## src/rtl/tone_pkg.sv

```systemverilog
// Shared types and constants for the win/tie jingle player.
//   state_t    : jingle sequencer states
//   jingle_t   : which two-note jingle is playing
//   HP_*_100M  : default tone half-periods in clocks at 100 MHz
//   max3()     : elaboration-time helper for sizing the tone counter
package tone_pkg;

  typedef enum logic [1:0] {IDLE, NOTE1, GAP, NOTE2} state_t;

  typedef enum logic [1:0] {JNG_TIE, JNG_RIGHT, JNG_LEFT} jingle_t;

  localparam int unsigned HP_LO_100M  = 190_840;  // ~262 Hz
  localparam int unsigned HP_MID_100M = 95_602;   // ~523 Hz
  localparam int unsigned HP_HI_100M  = 63_776;   // ~784 Hz

  function automatic int unsigned max3(input int unsigned a, input int unsigned b,
                                       input int unsigned c);
    int unsigned m;
    m = (a > b) ? a : b;
    return (m > c) ? m : c;
  endfunction

endpackage

```

## src/rtl/win_tone_player_if.sv

```systemverilog
// Round-result strobes in, amplifier pins and busy flag out.
//   winrnd/right/tie : one-cycle strobes from the judge logic
//   speaker/gain/en  : amplifier pins
//   busy             : a jingle is in progress
// master = the game logic / bench side, slave = the tone player.
interface win_tone_player_if;
  logic winrnd;
  logic right;
  logic tie;
  logic speaker;
  logic gain;
  logic en;
  logic busy;

  modport master (output winrnd, right, tie, input speaker, gain, en, busy);
  modport slave  (input winrnd, right, tie, output speaker, gain, en, busy);
endinterface

```

## src/rtl/win_tone_player_square_wave_gen.sv

```systemverilog
// Square-wave tone generator with a registered output.
//   clk, rst    : clock, async active-high reset
//   run         : the coming cycle is an audible note cycle
//   clear       : the coming cycle is the first of a note; restart phase
//   half_period : toggle interval in clocks (>= 1)
//   wave        : square wave, 0 whenever run is low
// Each edge with run high counts one cycle of the coming note, so the first
// toggle lands in the half_period-th cycle of the note.
module square_wave_gen #(
  parameter int unsigned HP_W  = 18,
  parameter int unsigned CNT_W = 18
) (
  input  logic            clk,
  input  logic            rst,
  input  logic            run,
  input  logic            clear,
  input  logic [HP_W-1:0] half_period,
  output logic            wave
);

  logic [CNT_W-1:0] cnt;
  logic [CNT_W-1:0] base_cnt;
  logic             base_wave;
  logic             at_end;

  // A clear restarts from phase zero and still counts this edge as cycle 1.
  always_comb begin
    base_cnt  = clear ? '0 : cnt;
    base_wave = clear ? 1'b0 : wave;
    at_end    = (HP_W'(base_cnt) == half_period - HP_W'(1));
  end

  // NOTE: the reset sits in the sensitivity list so the speaker drops the
  // moment rst rises, not at the next edge.
  always_ff @(posedge clk or posedge rst) begin
    if (rst) begin
      cnt  <= '0;
      wave <= 1'b0;
    end else if (!run) begin
      // NOTE: non-blocking assignments keep every flop reading pre-edge
      // values, independent of statement order.
      cnt  <= '0;
      wave <= 1'b0;
    end else if (at_end) begin
      cnt  <= '0;
      wave <= ~base_wave;
    end else begin
      cnt  <= base_cnt + CNT_W'(1);
      wave <= base_wave;
    end
  end

endmodule

```

## src/rtl/win_tone_player.sv

```systemverilog
// Two-note jingle player for the tug-of-war game.
//   clk, rst : system clock, async active-high reset
//   bus      : win_tone_player_if.slave
//              winrnd/right/tie in; speaker/gain/en/busy out (all registered)
// Jingles: tie = LO,LO; right win = MID,HI; left win = HI,MID.
// Sequence: NOTE1 (NOTE_CYCLES) -> GAP (GAP_CYCLES) -> NOTE2 (NOTE_CYCLES).
// Strobes are only looked at in IDLE; tie beats winrnd. GAP_CYCLES >= 1.
module win_tone_player
  import tone_pkg::*;
#(
  parameter int unsigned NOTE_CYCLES = 5_000_000,
  parameter int unsigned GAP_CYCLES  = 1_000_000,
  parameter int unsigned HP_LO       = HP_LO_100M,
  parameter int unsigned HP_MID      = HP_MID_100M,
  parameter int unsigned HP_HI       = HP_HI_100M,
  parameter bit          GAIN_HI     = 1'b1
) (
  input  logic               clk,
  input  logic               rst,
  win_tone_player_if.slave   bus
);

  localparam int unsigned HP_MAX = max3(HP_LO, HP_MID, HP_HI);
  // half_period must hold HP itself; the counter only reaches HP-1.
  localparam int unsigned HP_W   = $clog2(HP_MAX + 1);
  localparam int unsigned CNT_W  = (HP_MAX > 1) ? $clog2(HP_MAX) : 1;

  localparam logic [31:0]     NOTE_LEN  = 32'(NOTE_CYCLES);
  localparam logic [31:0]     NOTE_LAST = 32'(NOTE_CYCLES - 1);
  localparam logic [31:0]     GAP_LAST  = 32'(GAP_CYCLES - 1);
  localparam bit              FIRST_RUN = (NOTE_CYCLES > 1);
  localparam logic [HP_W-1:0] HP_LO_V   = HP_W'(HP_LO);
  localparam logic [HP_W-1:0] HP_MID_V  = HP_W'(HP_MID);
  localparam logic [HP_W-1:0] HP_HI_V   = HP_W'(HP_HI);

  state_t          state;
  logic [31:0]     dur_cnt;
  logic [HP_W-1:0] hp1_q;
  logic [HP_W-1:0] hp2_q;

  logic            start;
  jingle_t         start_jng;
  logic [HP_W-1:0] start_hp1;
  logic [HP_W-1:0] start_hp2;

  logic            tone_run;
  logic            tone_clear;
  logic [HP_W-1:0] tone_hp;

  always_comb begin
    start = bus.tie | bus.winrnd;
    if (bus.tie)        start_jng = JNG_TIE;
    else if (bus.right) start_jng = JNG_RIGHT;
    else                start_jng = JNG_LEFT;

    case (start_jng)
      JNG_TIE:   begin start_hp1 = HP_LO_V;  start_hp2 = HP_LO_V;  end
      JNG_RIGHT: begin start_hp1 = HP_MID_V; start_hp2 = HP_HI_V;  end
      default:   begin start_hp1 = HP_HI_V;  start_hp2 = HP_MID_V; end
    endcase
  end

  // Tone controls describe the cycle after the coming edge: run is low on a
  // note's last cycle, which forces the speaker to 0 there.
  always_comb begin
    // NOTE: defaults first, so no path through the case leaves a signal
    // unassigned and infers a latch.
    tone_run   = 1'b0;
    tone_clear = 1'b0;
    tone_hp    = hp2_q;
    case (state)
      IDLE: begin
        tone_hp = start_hp1;
        if (start) begin
          tone_clear = 1'b1;
          tone_run   = FIRST_RUN;
        end
      end
      NOTE1: begin
        tone_hp  = hp1_q;
        tone_run = (dur_cnt + 32'd2 < NOTE_LEN);
      end
      GAP: begin
        if (dur_cnt == GAP_LAST) begin
          tone_clear = 1'b1;
          tone_run   = FIRST_RUN;
        end
      end
      NOTE2: tone_run = (dur_cnt + 32'd2 < NOTE_LEN);
      default: ;
    endcase
  end

  always_ff @(posedge clk or posedge rst) begin
    if (rst) begin
      state    <= IDLE;
      dur_cnt  <= '0;
      hp1_q    <= '0;
      hp2_q    <= '0;
      bus.busy <= 1'b0;
      bus.en   <= 1'b0;
      bus.gain <= 1'b0;
    end else begin
      bus.gain <= GAIN_HI;
      case (state)
        IDLE: begin
          if (start) begin
            state    <= NOTE1;
            dur_cnt  <= '0;
            hp1_q    <= start_hp1;
            hp2_q    <= start_hp2;
            bus.busy <= 1'b1;
            bus.en   <= 1'b1;
          end
        end
        NOTE1: begin
          if (dur_cnt == NOTE_LAST) begin
            state   <= GAP;
            dur_cnt <= '0;
          end else begin
            dur_cnt <= dur_cnt + 32'd1;
          end
        end
        GAP: begin
          if (dur_cnt == GAP_LAST) begin
            state   <= NOTE2;
            dur_cnt <= '0;
          end else begin
            dur_cnt <= dur_cnt + 32'd1;
          end
        end
        NOTE2: begin
          if (dur_cnt == NOTE_LAST) begin
            state    <= IDLE;
            dur_cnt  <= '0;
            bus.busy <= 1'b0;
            bus.en   <= 1'b0;
          end else begin
            dur_cnt <= dur_cnt + 32'd1;
          end
        end
        default: begin
          state    <= IDLE;
          dur_cnt  <= '0;
          bus.busy <= 1'b0;
          bus.en   <= 1'b0;
        end
      endcase
    end
  end

  square_wave_gen #(
    .HP_W  (HP_W),
    .CNT_W (CNT_W)
  ) u_tone (
    .clk         (clk),
    .rst         (rst),
    .run         (tone_run),
    .clear       (tone_clear),
    .half_period (tone_hp),
    .wave        (bus.speaker)
  );

endmodule

```

## src/flat_wrapper.sv

```systemverilog
// flat-port wrapper written by rule: the top's interface ports become plain ports
module win_tone_player_flat import tone_pkg::*;
#(
  parameter int unsigned NOTE_CYCLES = 5_000_000,
  parameter int unsigned GAP_CYCLES  = 1_000_000,
  parameter int unsigned HP_LO       = HP_LO_100M,
  parameter int unsigned HP_MID      = HP_MID_100M,
  parameter int unsigned HP_HI       = HP_HI_100M,
  parameter bit          GAIN_HI     = 1'b1
)
  (clk, rst, bus_winrnd, bus_right, bus_tie, bus_speaker, bus_gain, bus_en, bus_busy);
  win_tone_player_if bus_i ();
  input  logic clk;
  input  logic rst;
  input wire logic [$bits(bus_i.winrnd)-1:0] bus_winrnd;
  input wire logic [$bits(bus_i.right)-1:0] bus_right;
  input wire logic [$bits(bus_i.tie)-1:0] bus_tie;
  output wire logic [$bits(bus_i.speaker)-1:0] bus_speaker;
  output wire logic [$bits(bus_i.gain)-1:0] bus_gain;
  output wire logic [$bits(bus_i.en)-1:0] bus_en;
  output wire logic [$bits(bus_i.busy)-1:0] bus_busy;
  assign bus_i.winrnd = bus_winrnd;
  assign bus_i.right = bus_right;
  assign bus_i.tie = bus_tie;
  assign bus_speaker = bus_i.speaker;
  assign bus_gain = bus_i.gain;
  assign bus_en = bus_i.en;
  assign bus_busy = bus_i.busy;
  win_tone_player #(.NOTE_CYCLES(NOTE_CYCLES), .GAP_CYCLES(GAP_CYCLES), .HP_LO(HP_LO), .HP_MID(HP_MID), .HP_HI(HP_HI), .GAIN_HI(GAIN_HI)) u_core (.clk(clk), .rst(rst), .bus(bus_i));
endmodule
```

## config.mk

```make
export PLATFORM = sky130hd
export DESIGN_NAME = win_tone_player_flat
export DESIGN_NICKNAME = d
export VERILOG_FILES = /design/src/rtl/tone_pkg.sv /design/src/rtl/win_tone_player_if.sv /design/src/rtl/win_tone_player_square_wave_gen.sv /design/src/rtl/win_tone_player.sv /design/src/flat_wrapper.sv
export SDC_FILE = /design/constraint.sdc
export NUM_CORES = 1
export LEC_CHECK = 0
export BUFFER_PORTS_ARGS = -buffer_cell sky130_fd_sc_hd__buf_2
export CAP_MARGIN = 15
export CORE_ASPECT_RATIO = 1.75
export CORE_MARGIN = 2
export CORE_UTILIZATION = 35
export DETAILED_ROUTE_END_ITERATION = 10
export RECOVER_POWER = 50
export SYNTH_ARGS = -nofsm -noshare
export SYNTH_HDL_FRONTEND = slang
export SYNTH_SLANG_ARGS = --single-unit
```

## constraint.sdc

```tcl
create_clock -name clk -period 3.3 [get_ports clk]
set_input_delay 0.66 -clock clk [delete_from_list [all_inputs] [get_ports clk]]
set_output_delay 0.66 -clock clk [all_outputs]
set_load 0.03 [all_outputs]
```

Word-level counts from Yosys, hierarchy flattened. Index checks and enable logic that the tools add are counted. Widths: inputs -> output; s select.

Register bits: 91. Bits of input ports: 5. Memories kept: 0. ROM bits: 0. Latch bits: 0. Logic and storage cells: 60. RAM bits: 0. Output and inout bits: 4.

Reductions and logical operators: 7. Add/sub/neg operators: 4. Div/mod/pow operators: 0. Shifts and indexed selects: 0. Equal/unequal tests: 11. Multiplexer cells: 27. Bitwise operators: 2. Multipliers: 0. Order comparisons: 1.

Operators with widths (count): $pmux 18 s2 (3); $mux 32 (3); $pmux 32 s3 (1); $mux 18 (3); $add 32x1->32 const B (1); $add 32x2->32 const B (1); $eq 32x20->1 const B (1); $eq 32x23->1 const B (1); $lt 32x23->1 const B (1); $add 18x1->18 const B (1); $eq 18x18->1 (1); $sub 18x1->18 const B (1); $mux 2 (6); $ne 2x1->1 const B (4); $pmux 2 s4 (1); $mux 1 (7); $eq 2x1->1 const B (2); $eq 2x2->1 const B (2); $logic_not 2->1 (2); $pmux 1 s2 (2); $reduce_and 4->1 (1); $pmux 1 s3 (1); $reduce_and 3->1 (1); $reduce_and 2->1 (1); other kinds (4) (4).

Longest topological paths before layout.
Depth in word-level cells: 9. Gate-level depth with buffers: 16. Depth with buffers taken out: 15.

Hierarchy. Synthesis repeated with hierarchy kept, for this count alone.

Cells, all modules: 550. Area, all modules: 4752.1 um^2.

By module, submodules not included: win_tone_player (cells each 340, instances 1, area each 2916.5 um^2); square_wave_gen (cells each 210, instances 1, area each 1835.5 um^2).

Worst setup path before layout. Ideal clock, no wire load.

Path type: register to register. Start point: register u_core.state[0]. End point: register u_core.u_tone.cnt[6]. Period minus slack after synthesis: 3.283 ns. Arrival: 3.164 ns. Cell stages (with the launch flop): 16. Path buffers: 2. Slack: 0.017 ns. Library setup time: 0.119 ns. Path through: dfrtp_1 inv_1 ha_1 buf_2 nor3b_1 a221o_1 inv_1 ha_1 a311oi_1 xor2_1 a32oi_1 a2111oi_2 o2111a_2 nand4bb_4 buf_12 nor2_2.

Longest elaborated chain between the ends: 6. Elaborated cells on any way between the ends: 14. Those cells by class: add/sub (2); eq/ne (4); mux (6); reduce/logical (2).

Ends and longest elaborated chain: start, declared (RTL line win_tone_player.sv:36) `state_t state;`; start signal, assigned (RTL line win_tone_player.sv:96) `state <= IDLE;`; start signal, assigned (RTL line win_tone_player.sv:108) `state <= NOTE1;`; start signal, assigned (RTL line win_tone_player.sv:118) `state <= GAP;`; $eq 2x1->1 (tied with other cells) (RTL line win_tone_player.sv:71) `case (state)`; $pmux 18 s2 / $pmux 1 s2 (equally long branches) (RTL line win_tone_player.sv:71); $sub 18x1->18 / $mux 18 (equally long branches) (RTL line win_tone_player_square_wave_gen.sv:30, win_tone_player_square_wave_gen.sv:28); $eq 18x18->1 / $add 18x1->18 (equally long branches) (RTL line win_tone_player_square_wave_gen.sv:30, win_tone_player_square_wave_gen.sv:48); $mux 18 (RTL line win_tone_player_square_wave_gen.sv:44) `end else if (at_end) begin`; $mux 18 (*) (RTL line win_tone_player_square_wave_gen.sv:39) `end else if (!run) begin`; end signal, assigned (RTL line win_tone_player_square_wave_gen.sv:48) `cnt <= base_cnt + CNT_W'(1);`; end, declared (RTL line win_tone_player_square_wave_gen.sv:21) `logic [CNT_W-1:0] cnt;`.

Every way passes the cells marked *; elsewhere a longest branch is shown, timed or not. A chain may end at the register's enable or synchronous reset.

Worst setup path in the final report.
Start point: register u_core.state[1]. End point: register u_core.u_tone.cnt[9].

Same word-level chain as after synthesis.

==> results.md <==
* Die ar. at 13,400 um^2
* Cells after Synth at roughly 520
* Min cycle time layout at around 3.2 ns
* Global-route wire length before repair at between 15 and 20 mm
* Register area share after synthesis at 35.6%
* Slew HR at 22.0%
* DP Worst Slack at -0.0385 ns
* Status: finished, final reports clean
* Hold Path Stages at 1
* Final design utilization at approximately two fifths
* Top cells by area, synth: dfrtp_1, o21ai_0, nand2_1
* Clk buf depth at 2
* Total grt overflow at 0
* Buffers on Ports at 8
* Initial Util at between 30% and 40%
* Post-DP Area at ~4700 um^2
* Worst Skew at 0.00556 ns
* Worst vdd ir at 0.000322 V
* Die span in y at around 150 um
* Synth top area share at 35.6%
* Number of synthesized flops with an enable pin at 0
* CTS buffer count at 9
* Slowest CP cell: or4_1
* Critical-path cell list: inv_2 > ha_2 > buf_4 > nand2b_1 > a22o_1 > o31a_1 > or4_1 > a2111oi_4 > o2111a_2 > nand4bb_2 > nor2_2
* Mean number of vias per cell at around 5.7
* Cell variety after synth at 70
* Final WS setup at ~0.11 ns
* Avg Cell Area, Syn at around 8.4 um^2
* Count leader, synth: dfrtp_1
* Final GP Congestion at between 0.9 and 1
* Hold WC Path Type: reg -> reg
* Worst-Skew Late Latency at approximately 0.33 ns
* Max Slew Vio Count at 0
* DRT antenna net count at 0
* Final Hold Viols at 0
* Number of global-route vias before repair at between 3,000 and 4,000
* Std-Cell Rows at 54
* Largest stage delay, worst path at between 0.5 and 0.6 ns
* Layout cells sized above 1 at ~17%
* H-tree depth at 3
* Mapped Area at about 4400 um^2
* Hold buffer count at CTS at 0
* Worst Reg-to-Reg Cells at 11
* Crit Path Max Fanout at 9
* Detailed-route via count at between 4,000 and 5,000
* Worst-path clk slew at about 0.05 ns
* Post-DP HPWL at approximately 9.0 mm
* Clk sink count at between 60 and 70
* Pleak at roughly 2.0 nW
* Post-Synthesis Net Count at 530
* Fmax at around 310 MHz
* PD cells at between 600 and 700 nW/um^2
* Asr flop ratio synth at 100%
* Top FF cell, synth: dfrtp_1
* WL final at 12.3 mm
* Tcrit/Tclk final at 96.7%
* Pin count of the biggest net entering global routing at 36
* CP Data Arrival Time at about 3.4 ns
* Worst setup SP type: register
* Final-report setup violation count at 0
* Residual DRC at 0
* Synth Register Bits at between 60 and 70
* Largest area contributor in the netlist: dfrtp_1
* Final Cell Area at a little over 5000 um^2
* Die X at between 80 and 90 um
* WS Path Type: reg -> reg
* Final Hold Slack at around 0.50 ns
* Yosys warning total at 0
* Final net count at 551
* Io pins at 9
* Critical Path End Type: register
* Maxcap violations at 0
* Most frequent cells after synthesis: dfrtp_1, nand2_1, o21ai_0, nor2_1, nand3_1
* Core area at 12,300 um^2
* Worst Path Required at between 3 and 4 ns
* 1st-iter DRT viols at 292
* Syn-to-layout area delta at 15.9%
* Initial antenna violation count at 0
* DRT Pass-1 Iters at 4
* Wire length per cell at between 15 and 20 um
* CTS tree: built
* Antenna Cells at 0
* GRT Total Usage at 19.1%
* Clock root cell: clkbuf_16
* Worst-Margin Slew at about 1.2 ns
flip-flops by register name (all words and copies together) (netlist names):
name	cells
u_core.dur_cnt	32
u_core.hp1_q	6
u_core.hp2_q	1
u_core.bus.gain	1
u_core.u_tone.cnt	18
u_core.u_tone.wave	1
u_core.state	2
u_core.bus.en	1
stage by stage:
step	cells	power, mW	setup TNS (ns)
after floorplan	517	1.97	0
after global placement	693	2.40	0
after detailed placement	693	2.43	-0.306
after CTS	709	3.46	0
after global routing	711	3.75	-0.0129
final	711	3.52	0
final cells by class:
cell class                      instances  area (um^2)
Fill cell                            1267         7240
Multi-Input combinational cell        412         2630
Sequential cell                        62         1550
Timing Repair Buffer                   43          308
Clock buffer                           12          246
Tap cell                              168          210
Clock inverter                          4         70.1
Inverter                               10         37.5
cells by family (layout without fill, tap and decap cells):
kind of cell             Yosys count  count (layout)  synth area share, %
buffers and inverters             44              69                 5.66
adder cells (fa/ha/maj)            8               8                 2.30
XOR/XNOR                          36              36                 7.24
flip-flops                        62              62                 35.6
AO/OA/AOI/OAI                    114             114                 16.9
multiplexers                       6               6                 1.41
AND/OR/NAND/NOR                  246             247                 30.9
other                              1               1               0.0861
layer usage:
layer,share of wire (%),GRT usage [%]
met1,37,20.4
met2,54,34.1
met3,3.3,3.58
met4,5.1,11.0
met5,0,0
what timing repair did:
action / CTS / global route
buffers inserted: 0 / 1
endpoints found under the setup margin: 14 / 18
cloned: 0 / 1
resized for setup: 1 / 11
endpoints found under the hold margin: 0 / 0
pin swaps: 0 / 5
worst max-delay path: cells and delay by family (launching register included):
family	cells	cell delay, ns
AO/OA/AOI/OAI	4	1.19
adder cells (fa/ha/maj)	1	0.20
buffers and inverters	2	0.25
flip-flops	1	0.38
AND/OR/NAND/NOR	4	1.04
power by group:
part / total, mW / switching [mW] / internal, mW
Sequential: 0.927 / 0.0892 / 0.838
Clock: 1.01 / 0.331 / 0.679
Combinational: 1.59 / 0.956 / 0.633
cell usage in the layout (no fill, tap or decap), types with 4 or more instances in the layout:
| cell | n |
|---|---|
| clkbuf_1 | 4 |
| clkbuf_16 | 9 |
| ha_1 | 5 |
| nand2b_1 | 8 |
| a21oi_1 | 16 |
| dfrtp_1 | 62 |
| nor4b_1 | 4 |
| and2_1 | 7 |
| nor4_1 | 14 |
| inv_1 | 8 |
| xor2_1 | 20 |
| nor2_2 | 10 |
| mux2i_1 | 5 |
| nand2_1 | 57 |
| o31ai_1 | 11 |
| a31oi_1 | 7 |
| nor2_1 | 37 |
| nand4_1 | 21 |
| xnor2_1 | 16 |
| o21ai_0 | 45 |
| nand3_1 | 31 |
| nor3_1 | 14 |
| and3_1 | 11 |
| buf_2 | 8 |
| buf_4 | 32 |
path summary, 6_finish.rpt:
kind | slack (ns) | endpoint | startpoint
worst max-delay path | 0.11 | u_core.u_tone.cnt[9]$_DFF_PP0_ | u_core.state[1]$_DFFE_PP0P_
worst min-delay path | 0.50 | u_core.hp2_q[16]$_DFFE_PP0P_ | u_core.hp2_q[16]$_DFFE_PP0P_
worst max register to register | 0.11 | u_core.u_tone.cnt[9]$_DFF_PP0_ | u_core.state[1]$_DFFE_PP0P_
worst min register to register | 0.50 | u_core.hp2_q[16]$_DFFE_PP0P_ | u_core.hp2_q[16]$_DFFE_PP0P_
max in group asynchronous | 1.15 | u_core.dur_cnt[8]$_DFFE_PP0P_ | rst
min in group asynchronous | 0.56 | u_core.dur_cnt[29]$_DFFE_PP0P_ | rst
(Power assumes the default switching activity.)
